### src/rtl/gate_bist.sv
// gate_bist: self-contained logic BIST controller for a combinational gate model.
//
// A Galois LFSR drives the stimulus vector; the response of the gate model is
// folded into a Galois MISR for exactly N_PAT patterns, after which the
// signature is held in DONE until the next start.
//
// Ports
//   clk        in   1      single clock, rising edge
//   rst_n      in   1      asynchronous active-low reset
//   start_i    in   1      begin a run (honoured in IDLE or DONE)
//   abort_i    in   1      synchronous abort (honoured in RUN only)
//   resp_i     in   N_OUT  response of the gate model to stim_o (same cycle)
//   golden_i   in   SIG_W  expected signature      (GATE_BIST_CMP_EN only)
//   stim_o     out  N_IN   stimulus vector (always equals the LFSR)
//   busy_o     out  1      high in RUN
//   done_o     out  1      high in DONE
//   sig_o      out  SIG_W  signature register
//   pass_o     out  1      signature matched golden_i (GATE_BIST_CMP_EN only)
//   state_o    out  2      FSM state for debug/checkers (0 IDLE, 1 RUN, 2 DONE)
//
// Configuration
//   GATE_BIST_CMP_EN  when defined, adds golden_i/pass_o and the on-chip
//                     signature comparison.
//
// Handshake: start_i and abort_i are level-sampled on each rising edge; there
// is no ready. start_i is ignored in RUN, abort_i is ignored outside RUN, and
// in RUN abort_i beats the final-pattern transition.
module gate_bist #(
    parameter int               N_IN      = 11,
    parameter int               N_OUT     = 10,
    parameter int               N_PAT     = 2048,
    parameter int               SIG_W     = 16,
    parameter logic [N_IN-1:0]  LFSR_POLY = 11'h500,
    parameter logic [N_IN-1:0]  LFSR_SEED = {{(N_IN-1){1'b0}}, 1'b1},
    parameter logic [SIG_W-1:0] MISR_POLY = 16'hB400
) (
    input  logic             clk,
    input  logic             rst_n,
    input  logic             start_i,
    input  logic             abort_i,
    input  logic [N_OUT-1:0] resp_i,
`ifdef GATE_BIST_CMP_EN
    input  logic [SIG_W-1:0] golden_i,
    output logic             pass_o,
`endif
    output logic [N_IN-1:0]  stim_o,
    output logic             busy_o,
    output logic             done_o,
    output logic [SIG_W-1:0] sig_o,
    output logic [1:0]       state_o
);

    localparam int CNT_W = (N_PAT > 2) ? $clog2(N_PAT) : 1;
    localparam logic [CNT_W-1:0] LAST_CNT = CNT_W'(N_PAT - 1);

    typedef enum logic [1:0] {
        IDLE = 2'd0,
        RUN  = 2'd1,
        DONE = 2'd2
    } state_t;

    state_t            state_q, state_d;
    logic [N_IN-1:0]   lfsr_q, lfsr_d;
    logic [SIG_W-1:0]  sig_q, sig_d;
    logic [CNT_W-1:0]  cnt_q, cnt_d;
    logic [SIG_W-1:0]  resp_ext;

    assign resp_ext = SIG_W'(resp_i);

`ifdef GATE_BIST_CMP_EN
    logic pass_q, pass_d;
`endif

    always_comb begin
        state_d = state_q;
        lfsr_d  = lfsr_q;
        sig_d   = sig_q;
        cnt_d   = cnt_q;
`ifdef GATE_BIST_CMP_EN
        pass_d  = pass_q;
`endif
        case (state_q)
            IDLE, DONE: begin
                if (start_i) begin
                    state_d = RUN;
                    lfsr_d  = LFSR_SEED;
                    sig_d   = '0;
                    cnt_d   = '0;
`ifdef GATE_BIST_CMP_EN
                    pass_d  = 1'b0;
`endif
                end
            end
            RUN: begin
                if (abort_i) begin
                    // Aborted runs leave nothing behind: counters and signature
                    // return to their idle values.
                    state_d = IDLE;
                    lfsr_d  = LFSR_SEED;
                    sig_d   = '0;
                    cnt_d   = '0;
                end else begin
                    lfsr_d = (lfsr_q >> 1) ^ (lfsr_q[0] ? LFSR_POLY : '0);
                    sig_d  = (sig_q >> 1) ^ (sig_q[0] ? MISR_POLY : '0) ^ resp_ext;
                    cnt_d  = cnt_q + CNT_W'(1);
                    if (cnt_q == LAST_CNT) begin
                        state_d = DONE;
                        cnt_d   = '0;
`ifdef GATE_BIST_CMP_EN
                        // Compare the final signature as it is written.
                        pass_d  = (sig_d == golden_i);
`endif
                    end
                end
            end
            default: begin
                state_d = IDLE;
                lfsr_d  = LFSR_SEED;
                sig_d   = '0;
                cnt_d   = '0;
            end
        endcase
    end

    always_ff @(posedge clk or negedge rst_n) begin
        if (!rst_n) begin
            state_q <= IDLE;
            lfsr_q  <= LFSR_SEED;
            sig_q   <= '0;
            cnt_q   <= '0;
        end else begin
            state_q <= state_d;
            lfsr_q  <= lfsr_d;
            sig_q   <= sig_d;
            cnt_q   <= cnt_d;
        end
    end

`ifdef GATE_BIST_CMP_EN
    always_ff @(posedge clk or negedge rst_n) begin
        if (!rst_n) begin
            pass_q <= 1'b0;
        end else begin
            pass_q <= pass_d;
        end
    end

    assign pass_o = pass_q;
`endif

    assign stim_o  = lfsr_q;
    assign sig_o   = sig_q;
    assign busy_o  = (state_q == RUN);
    assign done_o  = (state_q == DONE);
    assign state_o = state_q;

endmodule

### config.mk
export PLATFORM = sky130hd
export DESIGN_NAME = gate_bist
export DESIGN_NICKNAME = d
export VERILOG_FILES = /design/src/rtl/gate_bist.sv
export SDC_FILE = /design/constraint.sdc
export NUM_CORES = 1
export LEC_CHECK = 0
export BUFFER_PORTS_ARGS = -buffer_cell sky130_fd_sc_hd__buf_2
export CAP_MARGIN = 10
export CORE_MARGIN = 2
export CORE_UTILIZATION = 55
export CTS_CLUSTER_SIZE = 8
export DETAILED_ROUTE_END_ITERATION = 7
export GPL_TIMING_DRIVEN = 0
export PLACE_DENSITY = 0.92
export SLEW_MARGIN = 15
export SYNTH_ARGS = -nofsm -noshare
export SYNTH_HDL_FRONTEND = slang
export SYNTH_SLANG_ARGS = --single-unit
export TNS_END_PERCENT = 50
### constraint.sdc
create_clock -name clk -period 2.8 [get_ports clk]
set_clock_uncertainty 0.05 [all_clocks]
set_input_delay 0.14 -clock clk [delete_from_list [all_inputs] [get_ports clk]]
set_output_delay 0.14 -clock clk [all_outputs]
set_load 0.05 [all_outputs]
# [After elaboration in Yosys (flattened, before gate mapping)]
# Index checks and enable logic that the tools add are counted.
[word_totals] regBits=40 in_bits=14 output_inout_bits=31 word_cells=32
[op_classes] addsub=1 n_eq_ne=5 mux=16 n_bitwise=3 reduce_logical=3
[op_table] op="11-bit two-way mux" count=6
[op_table] op="16-bit two-way mux" count=3
[op_table] op="11-bit case mux with 2 select lines" count=2
[op_table] op="16-bit case mux with 2 select lines" count=1
[op_table] op="15-bit by 16-bit bitwise XOR with 16-bit output" count=1
[op_table] op="16-bit by 10-bit bitwise XOR with 16-bit output" count=1
[op_table] op="11-bit by 1-bit adder with 11-bit output (second input constant)" count=1
[op_table] op="11-bit equality test (second input constant)" count=1
[op_table] op="10-bit by 11-bit bitwise XOR with 11-bit output" count=1
[op_table] op="2-bit two-way mux" count=3
[op_table] op="2-bit case mux with 2 select lines" count=1
[op_table] op="3-bit by 2-bit inequality test with 1-bit output (second input constant)" count=1
[op_table] op="2-bit by 1-bit equality test with 1-bit output (second input constant)" count=1
[op_table] op="2-bit equality test (second input constant)" count=1
[op_table] op="2-bit logical NOT" count=1
[op_table] op="2-bit inequality test (second input constant)" count=1
[op_table] op="2-bit AND reduction" count=1
[op_table] op="2-bit OR reduction" count=1

# [Longest topological paths before layout]
[depth] ltp_word=5 depth_mapped=5 mapped_depth_nobuf=5

# [Worst setup path after synthesis]
# Ideal clock, no wire load.
[synth_timing] path_kind="flip-flop to output port" start="register state_q[1] (netlist: state_o[1])" end="output done_o" t_arrival_ns=1.492 required_time_ns=2.610 slack_ns=1.118 path_stages_with_launch=2 path_buffers=0 path_cell_list="dfrtp_1 nor2b_1"
[synth_between] elab_chain_len=1
[synth_rtl] element="from (decl)" line_no="62" text="state_t state_q, state_d;"
[synth_rtl] element="from (signal assigned)" line_no="132" text="state_q <= state_d;"
[synth_rtl] element="2-bit equality test" line_no="154" text="assign done_o = (state_q == DONE);"
[synth_rtl] element="to (decl)" line_no="48" text="output logic done_o,"
# No other way between the ends.

# [Final worst setup path]
[layout_timing] start="register cnt_q[0]" end="register cnt_q[3]"
[layout_between] elab_chain_len=4 word_cells_on_any_way=5 cone_classes="add/sub: 1; eq/ne: 1; mux: 3"
[layout_rtl] element="from (decl)" line_no="65" text="logic [CNT_W-1:0] cnt_q, cnt_d;"
[layout_rtl] element="from (signal assigned)" line_no="135" text="cnt_q <= cnt_d;"
[layout_rtl] element="11-bit by 1-bit adder with 11-bit output / 11-bit equality test (equally long branches)" line_no="105, 106"
[layout_rtl] element="11-bit two-way mux (*)" line_no="106" text="if (cnt_q == LAST_CNT) begin"
[layout_rtl] element="11-bit two-way mux (*)" line_no="95" text="if (abort_i) begin"
[layout_rtl] element="11-bit case mux with 2 select lines (*)" line_no="82" text="case (state_q)"
# Every way passes the cells marked *; elsewhere a longest branch is shown, timed or not.
# A chain may end at the register's enable or synchronous reset.

==> results_dict.tcl <==
set metrics [dict create \
    crit_chain "ha_1 -> and4_1 -> nand4_1 -> a21oi_2 -> nor2_1" \
    cpLargestDelayFamily "simple AND/OR/NAND/NOR gates" \
    critPathArrivalTime_ns 1.92 \
    dieArea_um2 3606 \
    portBuffers 44 \
    wl_per_cell_um 13.57 \
    min_period_ns 1.725 \
    insertion_delay_ns 0.36 \
    ys_ff_latch 40 \
    drtIter0Drc 85 \
    setup_tns_ns 0 \
    critPathBufInv 0 \
    fillCellCount 238 \
    vias_per_cell 5.319 \
    coreArea_um2 3028 \
    post-dp-hpwl_mm 2.499 \
    diodes 0 \
    max_freq_mhz 579.9 \
    drive_above_1_share 0.2857 \
    overflow 0 \
    cts_buffer_depth 2 \
    cts_tree "done" \
    power_density_nw_per_um2 643.1 \
    via_count 1351 \
    synth-main-ff-cell "dfrtp_1" \
    dieHeight_um 60.05 \
    root_buffer "clkbuf_4" \
    maxSlewViolCount 0 \
    synth_edf_count 0 \
    start_util 0.5707 \
    gp_congestion 0.7801 \
    ys_top_cells_by_area "dfrtp_1 (56%), xnor2_1 (8.6%), a22o_1 (6.1%)" \
    synthDistinctLibCells 31 \
    numClockSinks 40 \
    first_pass_iters 4 \
    die_x_um 60.05 \
    nets 224 \
    maxCapViolCount 0 \
    setup_violations 0 \
    critical_path.max_fanout 6 \
    post_cts_resized 0 \
    io_pins 45 \
    worstSetupPathType "flop to flop" \
    synthArstFlopShare 1.000 \
    syn_to_final_growth_pct 21.72 \
    critPathCaptureType "flop" \
    floorplan.rows 20 \
    setup_slack_ns 1.075 \
    final_common_cell "buf_2" \
    synth_seq_area_share 0.5800 \
    cts.clk_slew.worst_paths_ns 0.11 \
    tightest_slew_ns 0.8346 \
    yosysTopAreaCell "dfrtp_1" \
    antenna_found_initial 0 \
    synth.top_cell.area_share 0.5648 \
    slowest_stage "dfrtp_1" \
    vdd_drop_max_mv 0.3244 \
    pre_cts_ws_ns 1.103 \
    syn_area_um2 1728 \
    synth.avg_cell_area_um2 11.08 \
    cts_inserted_buffers 5 \
    netlist_instances 156 \
    wl_mm 3.448 \
    drc 0 \
    final_cell_mix "buf_2 (47), dfrtp_1 (39), nand2_1 (22), xnor2_1 (17)" \
    grt_max_degree 41 \
    max_slew_margin 0.4436 \
    htree_levels 2 \
    yosysWarnings 0 \
    p_leak_nw 1.029 \
    hp-class "input pin to flop" \
    syn-num-nets 171 \
    grt_util_all_layers 0.2267 \
    worstPathRequired_ns 2.99 \
    grt_first_pass_wirelength_mm 5.913 \
    grt_pass1_vias 1319 \
    rsz0062_at_grt "no" \
    finalCritPeriodShare 0.6159 \
    critPathMaxStageDelay_ns 0.41 \
    hold_viol 0 \
    outcome "finished, final reports clean" \
    antenna_left 0 \
    cp-start-kind "flop" \
]
==> per-stage QoR <==
step                cell area (µm²)  instances  hold slack (ns)  utilization  power [mW]
global placement               2003        244           0.2300       0.6616      0.9820
detailed placement             2003        244           0.2359       0.6616      0.9889
floorplan                      1728        156          -0.2056            -      0.8971
finish                         2103        254          0.01341       0.6946       1.353
CTS                            2103        254       0.00009648       0.6946       1.360
global route                   2103        254         0.003499       0.6946       1.415
==> layout make-up <==
cell class / instances / area, µm² / area share
timing repair buffer: 46 / 240.2 / 0.1142
buffer: 7 / 37.54 / 0.01785
inverter: 1 / 3.754 / 0.001785
multi-input combinational: 108 / 684.4 / 0.3254
sequential: 40 / 1002 / 0.4765
tap: 44 / 55.05 / 0.02617
clock buffer: 5 / 37.54 / 0.01785
clock inverter: 3 / 42.54 / 0.02023
==> registers in the layout (all words and copies together), names as in the netlist <==
register / count
state_o: 2
stim_o: 11
cnt_q: 11
sig_o: 16
==> logic make-up (layout without fill, tap and decap cells) <==
family	after synthesis	in the layout	share of synthesized area
buffers and inverters	8	62	0.02389
DFF	40	40	0.5800
and+or+nand+nor	46	46	0.1296
AOI/OAI and AO/OA	41	41	0.1579
xor gates and xnor gates	20	20	0.1014
adders and majority gates	1	1	0.007240
==> layer usage <==
layer / vias to the layer above / GRT usage / routed length (µm)
li1: 652 / - / -
met1: 656 / 0.2699 / 1520
met2: 37 / 0.3851 / 1690
met3: 6 / 0.07143 / 184
met4: 0 / 0.07937 / 53
met5: - / 0 / 0
==> cells in the mapped netlist, types with 2 or more instances <==
library cell	number
a21oi_1	2
a22o_1	12
a31oi_1	2
and2_1	2
buf_2	3
clkbuf_1	2
dfrtp_1	39
nand2_1	22
nand4_1	3
nor2_1	9
nor2b_1	2
nor3_1	2
o21ai_0	8
o21ai_1	12
o22a_1	2
xnor2_1	17
xor2_1	3
==> tightest hold or removal path: cells and delay by family <==
kind	cells	cell delay, ns
AOI/OAI and AO/OA	1	0.05
xor gates and xnor gates	1	0.11
buffers and inverters	1	0.08
==> report_power, final <==
part           switching (mW)  internal [mW]  total [mW]
registers              0.0399          0.619       0.658
clock network           0.188          0.186       0.374
logic                   0.230         0.0905       0.321
total                   0.458          0.895        1.35
==> worst paths after layout <==
| check | startpoint | slack [ns] | cells past startpoint | end |
|---|---|---|---|---|
| max | cnt_q[0]$_DFFE_PN0P_ | 1.08 | 5 | cnt_q[3]$_DFFE_PN0P_ |
| min | resp_i[8] | 0.01 | 3 | sig_o[8]$_DFFE_PN0P_ |
| max reg2reg | cnt_q[0]$_DFFE_PN0P_ | 1.08 | 5 | cnt_q[3]$_DFFE_PN0P_ |
| min reg2reg | cnt_q[10]$_DFFE_PN0P_ | 0.46 | 1 | cnt_q[10]$_DFFE_PN0P_ |
| max in group asynchronous | rst_n | 1.81 | 2 | sig_o[4]$_DFFE_PN0P_ |
| min in group asynchronous | rst_n | 0.36 | 2 | sig_o[15]$_DFFE_PN0P_ |
==> timing repair <==
| action | CTS | global route |
|---|---|---|
| setup endpoints to repair | 0 | 0 |
| hold buffers | 2 | 0 |
| endpoints found under the hold margin | 40 | 0 |
| buffers inserted | 0 | 0 |
Note: power is estimated with default switching activity, not from simulation.
